<file path="config.mk">
export PLATFORM = sky130hd
export DESIGN_NAME = scie_issue_queue
export DESIGN_NICKNAME = d
export VERILOG_FILES = /design/src/rtl/scie_issue_queue.sv
export SDC_FILE = /design/constraint.sdc
export NUM_CORES = 1
export LEC_CHECK = 0
export BUFFER_PORTS_ARGS = -buffer_cell sky130_fd_sc_hd__buf_2
export CAP_MARGIN = 20
export CORE_MARGIN = 3
export CORE_UTILIZATION = 55
export CTS_CLUSTER_SIZE = 8
export DETAILED_ROUTE_END_ITERATION = 10
export MAX_ROUTING_LAYER = met4
export PLACE_DENSITY = 0.79
export SYNTH_ARGS = -nofsm -noshare
export SYNTH_HDL_FRONTEND = slang
export SYNTH_SLANG_ARGS = --single-unit
</file>
<file path="constraint.sdc">
create_clock -name clock -period 10.2 [get_ports clock]
set_input_delay 1.02 -clock clock [delete_from_list [all_inputs] [get_ports clock]]
set_output_delay 1.02 -clock clock [all_outputs]
set_load 0.01 [all_outputs]
</file>
<file path="src/rtl/scie_issue_queue.sv">
// SCIE command queue: buffers core commands and issues one per cycle to the FIR unit, spacing READ after PUSH.
// Accept-to-issue latency >= 1 cycle; io_cmd_ready low only when full; io_stall or PUSH->READ spacing holds the head.
module scie_issue_queue #(
  parameter int DEPTH            = 4,
  parameter int XLEN             = 32,
  parameter int PUSH_TO_READ_GAP = 2
) (
  input  logic                   clock,
  input  logic                   reset,
  input  logic                   io_cmd_valid,
  output logic                   io_cmd_ready,
  input  logic [XLEN-1:0]        io_cmd_insn,
  input  logic [XLEN-1:0]        io_cmd_rs1,
  input  logic [XLEN-1:0]        io_cmd_rs2,
  input  logic                   io_stall,
  output logic                   io_scie_valid,
  output logic [XLEN-1:0]        io_scie_insn,
  output logic [XLEN-1:0]        io_scie_rs1,
  output logic [XLEN-1:0]        io_scie_rs2,
  input  logic [XLEN-1:0]        io_scie_rd,
  output logic                   io_resp_valid,
  output logic [XLEN-1:0]        io_resp_rd,
  output logic [$clog2(DEPTH):0] io_count,
  output logic                   io_illegal
);
  localparam int PW = $clog2(DEPTH);
  localparam int CW = PW + 1;
  localparam int GW = (PUSH_TO_READ_GAP > 1) ? $clog2(PUSH_TO_READ_GAP) : 1;

  localparam logic [6:0]    OP_COEF  = 7'h0B;
  localparam logic [6:0]    OP_PUSH  = 7'h2B;
  localparam logic [6:0]    OP_READ  = 7'h5B;
  localparam logic [GW-1:0] GAP_LOAD = GW'(PUSH_TO_READ_GAP - 1);

  typedef struct packed {
    logic [XLEN-1:0] insn;
    logic [XLEN-1:0] rs1;
    logic [XLEN-1:0] rs2;
  } cmd_t;

  cmd_t          mem_q [DEPTH];
  cmd_t          mem_d [DEPTH];
  logic [PW-1:0] wr_ptr_q, wr_ptr_d;
  logic [PW-1:0] rd_ptr_q, rd_ptr_d;
  logic [CW-1:0] count_q, count_d;
  logic [GW-1:0] gap_q, gap_d;
  logic          resp_vld_q, resp_vld_d;
  logic          illegal_q, illegal_d;

  cmd_t       head;
  logic [6:0] head_op;
  logic [6:0] cmd_op;
  logic       cmd_legal;
  logic       cmd_ready;
  logic       accept;
  logic       enq;
  logic       issue;

  always_comb begin
    head      = mem_q[rd_ptr_q];
    head_op   = head.insn[6:0];
    cmd_op    = io_cmd_insn[6:0];
    cmd_legal = (cmd_op == OP_COEF) || (cmd_op == OP_PUSH) || (cmd_op == OP_READ);
    // Ready is purely occupancy based; a same-cycle pop never frees a slot early.
    cmd_ready = (count_q != CW'(DEPTH));
    accept    = io_cmd_valid && cmd_ready;
    enq       = accept && cmd_legal;
    issue     = (count_q != '0) && !io_stall && !((head_op == OP_READ) && (gap_q != '0));
  end

  always_comb begin
    mem_d    = mem_q;
    wr_ptr_d = wr_ptr_q;
    rd_ptr_d = rd_ptr_q;
    count_d  = count_q;
    if (enq) begin
      mem_d[wr_ptr_q] = '{insn: io_cmd_insn, rs1: io_cmd_rs1, rs2: io_cmd_rs2};
      wr_ptr_d        = wr_ptr_q + PW'(1);
    end
    if (issue) begin
      rd_ptr_d = rd_ptr_q + PW'(1);
    end
    case ({enq, issue})
      2'b10:   count_d = count_q + CW'(1);
      2'b01:   count_d = count_q - CW'(1);
      default: count_d = count_q;
    endcase
  end

  always_comb begin
    gap_d = gap_q;
    if (issue && (head_op == OP_PUSH)) begin
      gap_d = GAP_LOAD;
    end else if (gap_q != '0) begin
      gap_d = gap_q - GW'(1);
    end
    resp_vld_d = issue && (head_op == OP_READ);
    illegal_d  = accept && !cmd_legal;
  end

  always_ff @(posedge clock) begin
    if (reset) begin
      wr_ptr_q   <= '0;
      rd_ptr_q   <= '0;
      count_q    <= '0;
      gap_q      <= '0;
      resp_vld_q <= 1'b0;
      illegal_q  <= 1'b0;
    end else begin
      wr_ptr_q   <= wr_ptr_d;
      rd_ptr_q   <= rd_ptr_d;
      count_q    <= count_d;
      gap_q      <= gap_d;
      resp_vld_q <= resp_vld_d;
      illegal_q  <= illegal_d;
    end
  end

  // Entry storage needs no reset: occupancy alone decides what is visible.
  always_ff @(posedge clock) begin
    mem_q <= mem_d;
  end

  assign io_cmd_ready  = cmd_ready;
  assign io_scie_valid = issue;
  assign io_scie_insn  = issue ? head.insn : '0;
  assign io_scie_rs1   = issue ? head.rs1  : '0;
  assign io_scie_rs2   = issue ? head.rs2  : '0;
  assign io_resp_valid = resp_vld_q;
  assign io_resp_rd    = resp_vld_q ? io_scie_rd : '0;
  assign io_count      = count_q;
  assign io_illegal    = illegal_q;

endmodule

</file>
; Word-level counts from Yosys, hierarchy flattened
; Cells that the tools add are included.
[classes]
addsub = 5
n_lt_le_gt_ge = 3
n_eq_ne = 8
muxes = 13
n_bitwise = 2
reduce_logical = 16
[op_table]
columns = cell, n
row1 = bitwise mux 384 bit, 1
row2 = two-way mux 96 bit, 3
row3 = binary-select mux 96 bit (select 2 bit), 1
row4 = demux 96 bit (select 2 bit), 1
row5 = two-way mux 32 bit, 4
row6 = equality test 7 x 6 -> 1 bit (second input constant), 2
row7 = equality test 7 bit (second input constant), 2
row8 = logical AND 1 bit, 9
row9 = equality test 7 x 4 -> 1 bit (second input constant), 1
row10 = >= comparator 3 bit (second input constant), 2
row11 = NOT 2 -> 3 bit, 2
row12 = case mux 3 bit (2 select lines), 1
row13 = adder 2 x 1 -> 2 bit (second input constant), 2
row14 = adder 3 x 1 -> 3 bit (second input constant), 1
row15 = zero test 1 bit, 3
row16 = < comparator 3 x 1 -> 1 bit (second input constant), 1
row17 = != test 3 bit (second input constant), 1
row18 = nonzero test 3 bit, 1
row19 = subtractor 3 x 1 -> 3 bit (second input constant), 1
row20 = equality test 2 x 1 -> 1 bit (second input constant), 1
row21 = equality test 2 bit (second input constant), 1
row22 = logical OR 1 bit, 2
row23 = two-way mux 1 bit, 2
row24 = nonzero test 2 bit, 1
row25 = subtractor 1 bit (second input constant), 1
[totals]
ff_bits = 394
output_inout_bits = 135
elab_cells = 65

; Logic depth before layout (Yosys ltp)
[logic_depth]
depth_word = 10
ltp_mapped = 11
depth_no_buf = 10

; Worst setup path before layout
; No wires, ideal clock.
[synth_path]
kind = input-to-reg
from = input port io_cmd_insn[2]
to = register mem_q[0] (netlist name), enable pin
t_arrival_ns = 3.758
required_ns = 9.734
path_slack_ns = 5.976
stages = 3
cell_sequence = and4b_1 -> o21a_1 -> and3_1
[synth_via]
elab_chain_len = 4
word_cells_on_any_way = 6
cone_classes = eq/ne (3) / reduce/logical (3)
[synth_rtl]
columns = item, line_no
row1 = "start, declared", 12  ; input logic [XLEN-1:0] io_cmd_insn,
row2 = equality test 7 x 4 -> 1 bit / equality test 7 x 6 -> 1 bit (equally long branches), 63  ; cmd_legal = (cmd_op == OP_COEF) || (cmd_op == OP_PUSH) || (cmd_op == OP_READ);
row3 = logical OR 1 bit, 63
row4 = logical OR 1 bit (*), 63
row5 = logical AND 1 bit (*), 67  ; enq = accept && cmd_legal;
row6 = "end signal, assigned", 121  ; mem_q <= mem_d;
row7 = "end, declared", 41  ; cmd_t mem_q [DEPTH];
; Mark *: on every way between the ends. The rest lies on a longest branch, timed or not.
; A chain may end at the register's enable or synchronous reset.

; Worst setup path after layout
[layout_path]
from = register rd_ptr_q[0]
to = output port io_scie_insn[10]
[layout_via]
elab_chain_len = 9
[layout_rtl]
columns = item, line_no
row1 = "start, declared", 44  ; logic [PW-1:0] rd_ptr_q, rd_ptr_d;
row2 = "start signal, assigned", 111  ; rd_ptr_q <= rd_ptr_d;
row3 = NOT 2 -> 3 bit (not written as such) (*), 60  ; head = mem_q[rd_ptr_q];
row4 = binary-select mux 96 bit (select 2 bit) (*), 60
row5 = two-way mux 96 bit (not written as such) (*) (2 in a row), 60
row6 = equality test 7 bit, 68  ; issue = (count_q != '0) && !io_stall && !((head_op == OP_READ) && (gap_q != '0));
row7 = logical AND 1 bit, 68
row8 = zero test 1 bit, 68
row9 = logical AND 1 bit, 68
row10 = two-way mux 32 bit (*), 126  ; assign io_scie_insn = issue ? head.insn : '0;
row11 = "end, declared", 17  ; output logic [XLEN-1:0] io_scie_insn,
; Mark *: on every way between the ends. The rest lies on a longest branch, timed or not. The select of a mux whose other input is x is not followed.

==> results_dict.tcl <==
set metrics [dict create \
    antenna_found_initial 12 \
    rsz0062_at_grt "false" \
    place_congestion 0.887 \
    gr-total-overflow 0 \
    worst_ep_required_time_ns 9.18 \
    start_kind "flop" \
    dr.pass1.iters 5 \
    cts_resized 0 \
    viasPerCell 5.52 \
    dp_hpwl_mm 18.7 \
    skew_ns 0.0142 \
    yosysSeqAreaShare_pct 76.7 \
    tightest_slew_ns 1.07 \
    coreArea_um2 27100 \
    grt_pass1_wl_mm 48.9 \
    min_path_type "flop to flop" \
    place_ws_ns 5.34 \
    layout-drive-gt1-share_pct 43.6 \
    drv_cap 0 \
    setup_ws_ns 4.93 \
    critPathKind "flop to primary output" \
    vias 7710 \
    cts_tree "done" \
    clockRootBuffer "clkbuf_16" \
    post-route-util_pct 68.3 \
    ys_top_cells_by_area "edfxtp_1 75%, mux4_2 14%, and2_1 5.3%" \
    vdd_drop_max_mv 0.136 \
    p_leak_nw 6.59 \
    syn_area_um2 15300 \
    grt_max_degree 75 \
    drtAntennaViolNets 0 \
    post_cts_buffers 0 \
    syn_inst 711 \
    layout.nets 1144 \
    syn_nets 849 \
    start_util_pct 56.4 \
    hold_buffers 0 \
    insertion_delay_ns 0.55 \
    hold_violations 0 \
    ys_seq_elements 394 \
    syn2layout_area_growth_pct 21.0 \
    status "finished, final reports clean" \
    nFillCells 1733 \
    yosys.cell_count.top_type "edfxtp_1" \
    powerDensity_nw_per_um2 184 \
    cts.clk_slew.worst_paths_ns 0.05 \
    maxSlewHeadroom_pct 28.9 \
    synth_top_area_share_pct 75.4 \
    die_h_um 173 \
    cts.sinks 394 \
    yosys.area.top_type "edfxtp_1" \
    wire_per_inst_um 22.2 \
    clockBufferDepth 3 \
    synthFlopType "edfxtp_1" \
    port-buffer-count 266 \
    drv_slew 0 \
    die_area_um2 29800 \
    crit_arrival_ns 4.25 \
    htreeDepth 2 \
    avgSynthCellArea_um2 21.5 \
    first_global_vias 8417 \
    io_pins 267 \
    finalSetupViolCount 0 \
    yosys.cell_types.count 31 \
    fin_setup_tns_ns 0 \
    die_x_um 173 \
    rows 60 \
    synth-edff-count 384 \
    drt_iter0_drc 586 \
    fmax_ghz 0.190 \
    crit_fanout 68 \
    end_kind "primary output" \
    routed_wl_mm 31.1 \
    final.period_utilization_pct 51.7 \
    cts_buffers 55 \
    yosysWarnings 0 \
    period_needed_ns 5.27 \
    track_usage_pct 21.9 \
    synthArstFlopShare_pct 0 \
    netlist_top_cells_count "384 x edfxtp_1, 129 x and2_1, 96 x mux4_2" \
    drc 0 \
]
state kept, by name (all words and copies together) (netlist names):
name	count
gap_q	1
io_count	3
io_illegal	1
io_resp_valid	1
mem_q	384
rd_ptr_q	2
wr_ptr_q	2
worst paths after layout:
kind | endpoint | slack, ns | start | depth (start not counted)
max | io_scie_insn[10] | 4.93 | rd_ptr_q[0] | 7
min | io_resp_valid | 0.49 | gap_q | 1
max reg2reg | io_count[2] | 6.11 | rd_ptr_q[0] | 10
min reg2reg | io_resp_valid | 0.49 | gap_q | 1
worst max-delay path, stage by stage (launching register included):
cell and delay, ns:
dfxtp_4 0.67, buf_4 0.77, mux4_2 0.65, nand4b_4 0.13
o21a_2 0.49, buf_4 0.51, and2_1 0.23, buf_2 0.14
power by group:
part / total, mW / switching [mW] / internal (mW)
Clock: 1.55 / 0.585 / 0.965
Sequential: 1.78 / 0.00179 / 1.78
Combinational: 0.0699 / 0.0379 / 0.0320
Total: 3.40 / 0.625 / 2.78
metrics by stage:
stage,hold slack (ns),area (um2),power [mW],std cells
6_report,0.487,18500,3.40,1398
3_5_place_dp,0.484,17000,1.88,1321
2_1_floorplan,0.460,15300,1.84,711
5_1_grt,0.503,18500,3.52,1398
3_3_place_gp,0.473,17000,1.88,1321
4_1_cts,0.492,18500,3.44,1386
logic make-up (layout without fill, tap and decap cells):
logic type,count (synthesis),after routing,synth area share [%]
mux,98,98,14.3
simple gates,158,158,6.65
buf+inv,42,345,1.23
xor+xnor,2,2,0.115
flops,394,394,76.7
other cells,0,12,0
fa+ha+maj,6,6,0.540
compound gates,11,11,0.409
layout make-up:
| type | instances | area [um2] | area share (%) |
|---|---|---|---|
| Inverter | 6 | 22.5 | 0.122 |
| Timing Repair Buffer | 274 | 1390 | 7.52 |
| Tap cell | 372 | 465 | 2.52 |
| Clock inverter | 2 | 38.8 | 0.210 |
| Antenna cell | 12 | 30.0 | 0.162 |
| Clock buffer | 63 | 1430 | 7.72 |
| Multi-Input combinational cell | 275 | 3390 | 18.3 |
| Sequential cell | 394 | 11700 | 63.4 |
layer usage:
layer / global-route usage, % / up-vias / share of wire (%)
met5: - / - / 0
met4: 6.55 / 0 / 2.8
met3: 6.92 / 53 / 8.7
met2: 34.6 / 346 / 49
met1: 27.8 / 3862 / 39
li1: - / 3449 / -
layout by cell type, fill, tap and decap left out:
cell type	Yosys	final
and3b_1	1	1
clkbuf_16	0	56
fa_1	1	1
nor4b_2	1	1
nor4_1	1	1
mux4_2	96	96
dfxtp_4	0	2
nand2_1	2	2
a21oi_1	4	4
nor2b_1	2	2
ha_1	5	5
or4_4	1	1
dfxtp_1	10	8
or3b_2	1	1
nand3_1	2	2
o211ai_1	1	1
and2_1	129	129
buf_4	0	8
o21a_1	2	1
nand4b_4	2	2
and4b_1	1	1
inv_1	6	6
mux2_2	1	1
buf_2	12	266
clkinv_4	0	1
nor2_1	8	8
o21a_2	0	1
nor3_1	2	2
edfxtp_1	384	384
or3_1	1	1
and3_4	0	4
xor2_1	2	2
clkinv_16	0	1
mux2_4	1	1
clkbuf_1	22	7
o21ai_0	4	4
diode_2	0	12
(Power assumes the default switching activity.)
